[config.mk]
export PLATFORM = sky130hd
export DESIGN_NAME = code_lock_ctrl
export DESIGN_NICKNAME = d
export VERILOG_FILES = /design/src/rtl/code_lock_ctrl.sv
export SDC_FILE = /design/constraint.sdc
export NUM_CORES = 1
export LEC_CHECK = 0
export CAP_MARGIN = 15
export CORE_MARGIN = 2
export CORE_UTILIZATION = 63
export CTS_CLUSTER_DIAMETER = 30
export DETAILED_ROUTE_END_ITERATION = 16
export DONT_BUFFER_PORTS = 1
export GPL_ROUTABILITY_DRIVEN = 0
export PLACE_DENSITY = 0.81
export SETUP_SLACK_MARGIN = 0.4
export SLEW_MARGIN = 20
export SYNTH_ARGS = -nofsm -noshare
export SYNTH_HDL_FRONTEND = slang
export SYNTH_SLANG_ARGS = --single-unit
export TNS_END_PERCENT = 1
[constraint.sdc]
create_clock -name CLK -period 2.7 [get_ports CLK]
set_clock_uncertainty 0.2 [all_clocks]
set_input_delay 0.405 -clock CLK [delete_from_list [all_inputs] [get_ports CLK]]
set_output_delay 0.405 -clock CLK [all_outputs]
set_load 0.01 [all_outputs]
[src/rtl/code_lock_ctrl.sv]
// Code-lock sequencing FSM: gathers a complete switch entry, checks it against the
// stored password, and drives unlock/alarm timing, lockout and password change.
module code_lock_ctrl #(
   parameter int          BYTE          = 4,
   parameter int          MAX_FAIL      = 3,
   parameter int          UNLOCK_CYCLES = 20,
   parameter int          LOCK_CYCLES   = 50,
   parameter logic [15:0] DEFAULT_PW    = 16'h1234
) (
   input  logic        CLK,
   input  logic        RST,
   input  logic [15:0] Code,
   input  logic [2:0]  Code_Bit,
   input  logic        Enter,
   input  logic        Mode_Set,
   output logic        Unlock,
   output logic        Alarm,
   output logic        Clear_Req,
   output logic        Pw_Updated,
   output logic [1:0]  Fail_Cnt,
   output logic [2:0]  State
);

   typedef enum logic [2:0] {
      S_IDLE    = 3'd0,
      S_ENTRY   = 3'd1,
      S_CHECK   = 3'd2,
      S_OPEN    = 3'd3,
      S_FAIL    = 3'd4,
      S_LOCKOUT = 3'd5,
      S_SET_NEW = 3'd6
   } state_t;

   state_t      r_state;
   logic [15:0] r_pw;
   logic [31:0] r_timer;
   logic [1:0]  r_fail;
   logic        r_clear;
   logic        r_pw_upd;

   logic        w_full;
   logic        w_match;
   logic [1:0]  w_fail_next;

   assign w_full      = (Code_Bit == 3'(BYTE));
   assign w_match     = (Code == r_pw);
   assign w_fail_next = (r_fail == 2'(MAX_FAIL)) ? r_fail : r_fail + 2'd1;

   always_ff @(posedge CLK) begin
      if (RST) begin
         r_state  <= S_IDLE;
         r_pw     <= DEFAULT_PW;
         r_timer  <= '0;
         r_fail   <= '0;
         r_clear  <= 1'b0;
         r_pw_upd <= 1'b0;
      end else begin
         // Pulses default low; timer restarts from zero whenever a timed state is entered.
         r_clear  <= 1'b0;
         r_pw_upd <= 1'b0;
         r_timer  <= '0;
         case (r_state)
            S_IDLE: begin
               if (Code_Bit != 3'd0)
                  r_state <= S_ENTRY;
            end
            S_ENTRY: begin
               if (Enter)
                  r_state <= w_full ? S_CHECK : S_FAIL;
               else if (Code_Bit == 3'd0)
                  r_state <= S_IDLE;
            end
            S_CHECK: begin
               if (w_match) begin
                  r_fail <= '0;
                  if (Mode_Set) begin
                     r_state <= S_SET_NEW;
                     r_clear <= 1'b1;
                  end else begin
                     r_state <= S_OPEN;
                  end
               end else begin
                  r_state <= S_FAIL;
               end
            end
            S_OPEN: begin
               if (r_timer == 32'(UNLOCK_CYCLES - 1)) begin
                  r_state <= S_IDLE;
                  r_clear <= 1'b1;
               end else begin
                  r_timer <= r_timer + 32'd1;
               end
            end
            S_FAIL: begin
               r_fail <= w_fail_next;
               if (w_fail_next == 2'(MAX_FAIL)) begin
                  r_state <= S_LOCKOUT;
               end else begin
                  r_state <= S_IDLE;
                  r_clear <= 1'b1;
               end
            end
            S_LOCKOUT: begin
               if (r_timer == 32'(LOCK_CYCLES - 1)) begin
                  r_state <= S_IDLE;
                  r_clear <= 1'b1;
                  r_fail  <= '0;
               end else begin
                  r_timer <= r_timer + 32'd1;
               end
            end
            S_SET_NEW: begin
               // A short entry abandons the change without counting as a failure.
               if (Enter) begin
                  if (w_full) begin
                     r_pw     <= Code;
                     r_pw_upd <= 1'b1;
                  end
                  r_state <= S_IDLE;
                  r_clear <= 1'b1;
               end
            end
            default: r_state <= S_IDLE;
         endcase
      end
   end

   assign Unlock     = (r_state == S_OPEN);
   assign Alarm      = (r_state == S_LOCKOUT);
   assign Clear_Req  = r_clear;
   assign Pw_Updated = r_pw_upd;
   assign Fail_Cnt   = r_fail;
   assign State      = r_state;

endmodule
==> results.json, run 1 <==
{
  "ys_seq_area_frac": 0.371,
  "max_slew_margin": 0.544,
  "drtPass1Iterations": 4,
  "synth_compound_area_frac": 0.160,
  "initial_core_util": 0.668,
  "setup_violations": 0,
  "synthAdderAreaFrac": 0.00843,
  "finalHoldViolations": 0,
  "top_usage_layer": "met2",
  "final_net_count": 361,
  "ant_nets": 0,
  "drv_cap": 0,
  "ios": 32,
  "vias_per_cell": 6.35,
  "period_share": 0.830,
  "worstPathArrival_ps": 2210,
  "final_layout_size_suffix_gt1_frac": 0.101,
  "path_max_fanout": 20,
  "grt_pass1_wl_mm": 10.0,
  "cp_cell_sequence": "nor4_1, nand4_1, or3_1, a21oi_2, buf_6, a31oi_1",
  "die_area_mm2": 0.00528,
  "vias": 2472,
  "syn_to_final_growth_pct": 4.93,
  "synth_simple_gate_area_share": 0.284,
  "power.density_mw_per_mm2": 427,
  "synthMuxAreaShare": 0,
  "synthCells": 342,
  "crit_type": "reg -> reg",
  "rows": 24,
  "worst_pin_slew_ps": 682,
  "slew_viol_final": 0,
  "numCtsBuffers": 5,
  "grt_pass1_vias": 2227,
  "outcome": "completed",
  "syn_nets": 367,
  "crit_required_ps": 2670,
  "drc_errors": 0,
  "yosys_warnings": 0,
  "grt.total_usage": 0.238,
  "power_mw": 1.33,
  "met1_usage": 0.332,
  "cts_sinks": 55,
  "netlist_area_mm2": 0.00297,
  "start_kind": "flip-flop",
  "ir_drop_mv": 0.309,
  "layout_common_cells": "dfxtp_1 (55), nand2_1 (52), a211oi_1 (26)",
  "hold_path_class": "in -> reg",
  "ys_ff_latch": 55,
  "clock_latency_ps": 300,
  "synth_edf_count": 0,
  "dpl.hpwl_mm": 4.11,
  "postSynthAreaPerCell_um2": 8.68,
  "synth-xor-area-share": 0.133,
  "use_met3": 0.0414,
  "drt-wirelength-per-cell_um": 15.8,
  "slowest_stage": "or3_1",
  "path_buf_inv": 1,
  "cts-root-to-sink-buffers": 2,
  "rsz0062_at_grt": "true",
  "yosys.cell_types.count": 48,
  "die_h_um": 72.7,
  "clk_pin_slew_ps": 90,
  "grt_max_degree": 34,
  "cts_root_buf": "clkbuf_8",
  "ys_async_sr_fraction": 0,
  "antenna_found_initial": 0,
  "die-width_um": 72.7,
  "fin_crit_ps": 2240,
  "synth_top_family_by_area": "simple AND/OR/NAND/NOR gates",
  "design.core.area_mm2": 0.00444,
  "ys.flop_type": "dfxtp_1",
  "cts_tree": "built",
  "grt_overflow": 0,
  "path_delay_family": "simple AND/OR/NAND/NOR gates",
  "htree_levels": 2,
  "fin_tns_setup_ps": 0,
  "p_leak_nw": 0.967,
  "drtIter0Drc": 161,
  "whs_ps": 4.94,
  "cpPeakStageDelay_ps": 420,
  "drt_wl_total_mm": 6.16,
  "grt_util_met2": 0.375,
  "mostFrequentLayoutCell": "dfxtp_1",
  "end_kind": "flip-flop",
  "fmax_mhz": 446,
  "port_buffers": 0,
  "insertedDiodeCount": 0
}
## final timing paths
path,cells past startpoint,slack (ps),start,to
min,1,5,RST,r_pw[12]$_SDFFE_PP1P_
min reg2reg,2,270,r_pw[3]$_SDFFE_PP0P_,r_pw[3]$_SDFFE_PP0P_
max,6,460,r_timer[24]$_SDFF_PP0_,State[1]$_SDFFE_PP0P_
max reg2reg,6,460,r_timer[24]$_SDFF_PP0_,State[1]$_SDFFE_PP0P_
## per-stage QoR
stage / std cells / utilization / setup slack, ps / cell area (um^2)
floorplan: 342 / - / 646 / 2970
global placement: 378 / 0.672 / 502 / 2990
detailed placement: 378 / 0.672 / 455 / 2990
CTS: 388 / 0.695 / 423 / 3090
global route: 389 / 0.701 / 353 / 3120
finish: 389 / 0.701 / 459 / 3120
## state kept, by name, summed over array words and instances, names as in the netlist
name        flops
Clear_Req       1
Fail_Cnt        2
Pw_Updated      1
State           3
r_pw           16
r_timer        32
## power by group
part / internal (mW) / total, mW / switching, mW
Clock: 0.183 / 0.437 / 0.254
Combinational: 0.0254 / 0.0657 / 0.0402
Sequential: 0.815 / 0.829 / 0.0141
## synth_stat cells, types with 2 or more instances
cell / instances / area [um^2]
or3_1: 5 / 31.3
o21ai_0: 4 / 20.0
inv_1: 10 / 37.5
nor4_2: 3 / 37.5
and4_1: 3 / 26.3
nor2_1: 10 / 37.5
nand2_1: 53 / 199
nand3_1: 11 / 55.1
and3_1: 6 / 37.5
dfxtp_1: 55 / 1100
a211oi_1: 26 / 195
nor4_1: 13 / 81.3
nand4_1: 9 / 56.3
nor3_1: 11 / 55.1
nor4b_1: 2 / 17.5
buf_2: 6 / 30.0
nor4_4: 3 / 63.8
xor2_1: 23 / 201
a31oi_1: 4 / 25.0
a21oi_1: 15 / 75.1
nand3b_1: 7 / 52.6
clkbuf_1: 11 / 41.3
xnor2_1: 22 / 193
a211oi_2: 5 / 62.6
ha_1: 2 / 25.0
## layout make-up
type	instances	area, um^2
inverter	10	37.5
multi-input combinational	257	1750
tap	52	65.1
timing repair buffer	7	76.3
clock inverter	1	5.00
fill	345	1330
clock buffer	7	76.3
sequential	55	1100
## per-layer routing
layer,wire length [um],up-vias
li1,-,1216
met1,2920,1173
met2,2830,76
met3,337,7
met4,76,0
met5,0,-
## logic make-up (layout without fill, tap and decap cells)
kind of cell,Yosys count,count (layout)
buffers and inverters,30,25
DFF,55,55
AOI/OAI and AO/OA,65,65
xor gates and xnor gates,45,45
and+or+nand+nor,145,145
adders and majority gates,2,2
## what timing repair did
item                       4_1_cts  5_1_grt
resized for setup                0        5
buffers inserted                 0        0
setup endpoints to repair        0       41
hold buffers                     2        1
hold endpoints to repair        18        1
## worst register-to-register path, cell delays in order, from the launching register on
cell	delay [ps]
dfxtp_1	380
nor4_1	390
nand4_1	200
or3_1	420
a21oi_2	190
buf_6	230
a31oi_1	110
No activity file was read; power rests on OpenSTA's default activity.
==> run 2, diff against run 1 <==
Settings changed: CORE_UTILIZATION 63 to 57, PLACE_DENSITY 0.81 to 0.77.
Clock period 2.7 ns to 1.8 ns, I/O delays scaled along.
==> run 2 against run 1 <==
Effect of this change:
- first-iteration DRC count is 16% higher
- core utilization is 7.6 points higher
- final area is 27% higher
- largest power group unchanged
- setup slack worse by 770 ps
- flip-flop and latch count stayed put
- clock-buffer cell count is 1 lower
- the run now ends with setup timing left
==> results.json, run 2 (synthesized netlist as in run 1, its figures left out) <==
{
  "cts_sinks": 55,
  "initial_core_util": 0.585,
  "final_layout_size_suffix_gt1_frac": 0.300,
  "hold_path_class": "in -> reg",
  "r2r-end": "Fail_Cnt[1]$_SDFFE_PP0P_",
  "vias_per_cell": 5.87,
  "drv_cap": 0,
  "fmax_mhz": 474,
  "internal-power_mw": 1.57,
  "grt_pass1_vias": 3033,
  "max_slew_margin": 0.468,
  "antenna_found_initial": 0,
  "reg2reg_from": "r_timer[27]$_SDFF_PP0_",
  "slew_viol_final": 0,
  "setup_slack_ps": -311,
  "drtIter0Drc": 187,
  "ant_nets": 0,
  "whs_ps": 3.06,
  "dp_worst_setup_slack_ps": -336,
  "fin_area_mm2": 0.00394,
  "path_max_fanout": 4,
  "slowest_stage": "or4_1",
  "die_h_um": 76.2,
  "violations": "setup timing",
  "setup_violations": 37,
  "crit_start": "r_timer[27]$_SDFF_PP0_",
  "cp-endpoint": "Fail_Cnt[1]$_SDFFE_PP0P_",
  "r2r_slack_ps": -310,
  "regMostFlops": "r_timer",
  "placed_area_mm2": 0.00355,
  "place_inst": 458,
  "route.met2.wl_mm": 4.32,
  "p_sw_uw": 484,
  "top_layer": "met4",
  "switching_share": 0.236,
  "design.core.area_mm2": 0.00507,
  "ir_drop_mv": 0.473,
  "rows": 26,
  "layout_common_cells": "buf_4 (61), nand2_1 (51), dfxtp_1 (44)",
  "path_buf_inv": 1,
  "end_kind": "flip-flop",
  "finalHoldViolations": 0,
  "grt.total_usage": 0.288,
  "htree_levels": 2,
  "multi_input_area_mm2": 0.00187,
  "cpPeakStageDelay_ps": 500,
  "vias": 2842,
  "drc_errors": 0,
  "worstPathArrival_ps": 2070,
  "cts_root_buf": "clkbuf_8",
  "cp.depth": 6,
  "grt_pass1_wl_mm": 13.8,
  "start_kind": "flip-flop",
  "pwr-share-seq": 0.602,
  "final_net_count": 440,
  "numCtsBuffers": 5,
  "path_delay_family": "simple AND/OR/NAND/NOR gates",
  "r2r_cells": 6,
  "ios": 32,
  "die_area_mm2": 0.00580,
  "grt_max_degree": 25,
  "cp_cell_sequence": "nor4_4, nand4_1, buf_4, or4_1, o211ai_1, a21oi_1",
  "p_leak_nw": 1.41,
  "outcome": "finished, violations left",
  "pwr-share-comb": 0.086,
  "routed-wl-met3_um": 389,
  "cts-root-to-sink-buffers": 2,
  "drtPass1Iterations": 5,
  "port_buffers": 0,
  "nFillCells": 358,
  "crit_required_ps": 1760,
  "syn_to_final_growth_pct": 32.8,
  "insertedDiodeCount": 0,
  "drt-wirelength-per-cell_um": 16.7,
  "die-width_um": 76.2,
  "stdcell_count": 484,
  "largest_reg_flops": 32,
  "drt_wl_total_mm": 8.08,
  "crit_type": "reg -> reg",
  "regArea_mm2": 0.00112,
  "cts_tree": "built",
  "mostFrequentLayoutCell": "buf_4",
  "dpl.hpwl_mm": 5.22,
  "rsz0062_at_grt": "true",
  "clkPwrFrac": 0.312,
  "fin_crit_ps": 2110,
  "period_share": 1.17,
  "clock_latency_ps": 310,
  "grt_overflow": 0,
  "fin_tns_setup_ps": -9750,
  "wl_met1_mm": 3.20,
  "clk_pin_slew_ps": 90,
  "worst_pin_slew_ps": 798,
  "power.density_mw_per_mm2": 520
}
[run 2: cell types whose count changed in the layout (fill, tap and decap cells not counted), moves of 4 or more]
| cell | delta |
|---|---|
| buf_4 | +59 |
| dlygate4sd3_1 | +15 |
| dfxtp_1 | -11 |
| dfxtp_2 | +10 |
| nor4_1 | -6 |
| nor4_2 | +5 |
| buf_12 | +4 |
[run 2: cell type report]
class	count	share of cell area
clock buffers	6	0.0184
inverters	10	0.00952
multi-input cells	257	0.473
flip-flops and latches	55	0.283
well taps	70	0.0222
repair buffers	86	0.193
[run 2: power by group through the flow]
stage | clock [mW] | combinational, mW | sequential, mW
3_5_place_dp | 0 | 0.120 | 1.26
3_3_place_gp | 0 | 0.117 | 1.26
6_report | 0.640 | 0.175 | 1.24
4_1_cts | 0.645 | 0.167 | 1.23
2_1_floorplan | 0 | 0.0827 | 1.26
5_1_grt | 0.690 | 0.187 | 1.24
[run 2: per-stage QoR]
step,utilization,total power [mW]
finish,0.777,2.05
global placement,0.700,1.38
global route,0.777,2.11
CTS,0.770,2.05
floorplan,-,1.34
detailed placement,0.700,1.38
[run 2: metal layers]
layer | vias to the layer above | GRT usage
met3 | 18 | 0.0592
met5 | - | 0
met4 | 0 | 0.111
met2 | 83 | 0.521
li1 | 1382 | -
met1 | 1359 | 0.335
[run 2: how the worst min path moves through the flow]
stage	start	end	cells after the start
floorplan	RST	Pw_Updated$_SDFF_PP0_	1
global placement	RST	r_pw[6]$_SDFFE_PP0P_	1
detailed placement	RST	Fail_Cnt[1]$_SDFFE_PP0P_	1
CTS	Mode_Set	State[2]$_SDFFE_PP0P_	2
global route	Enter	State[1]$_SDFFE_PP0P_	2
finish	Mode_Set	State[2]$_SDFFE_PP0P_	2
[run 2: what timing repair did]
action,4_1_cts,5_1_grt
setup endpoints to repair,58,59
hold endpoints to repair,23,0
buffers inserted,1,0
hold buffers,19,0
pin swaps,10,2
gates resized for setup,22,8
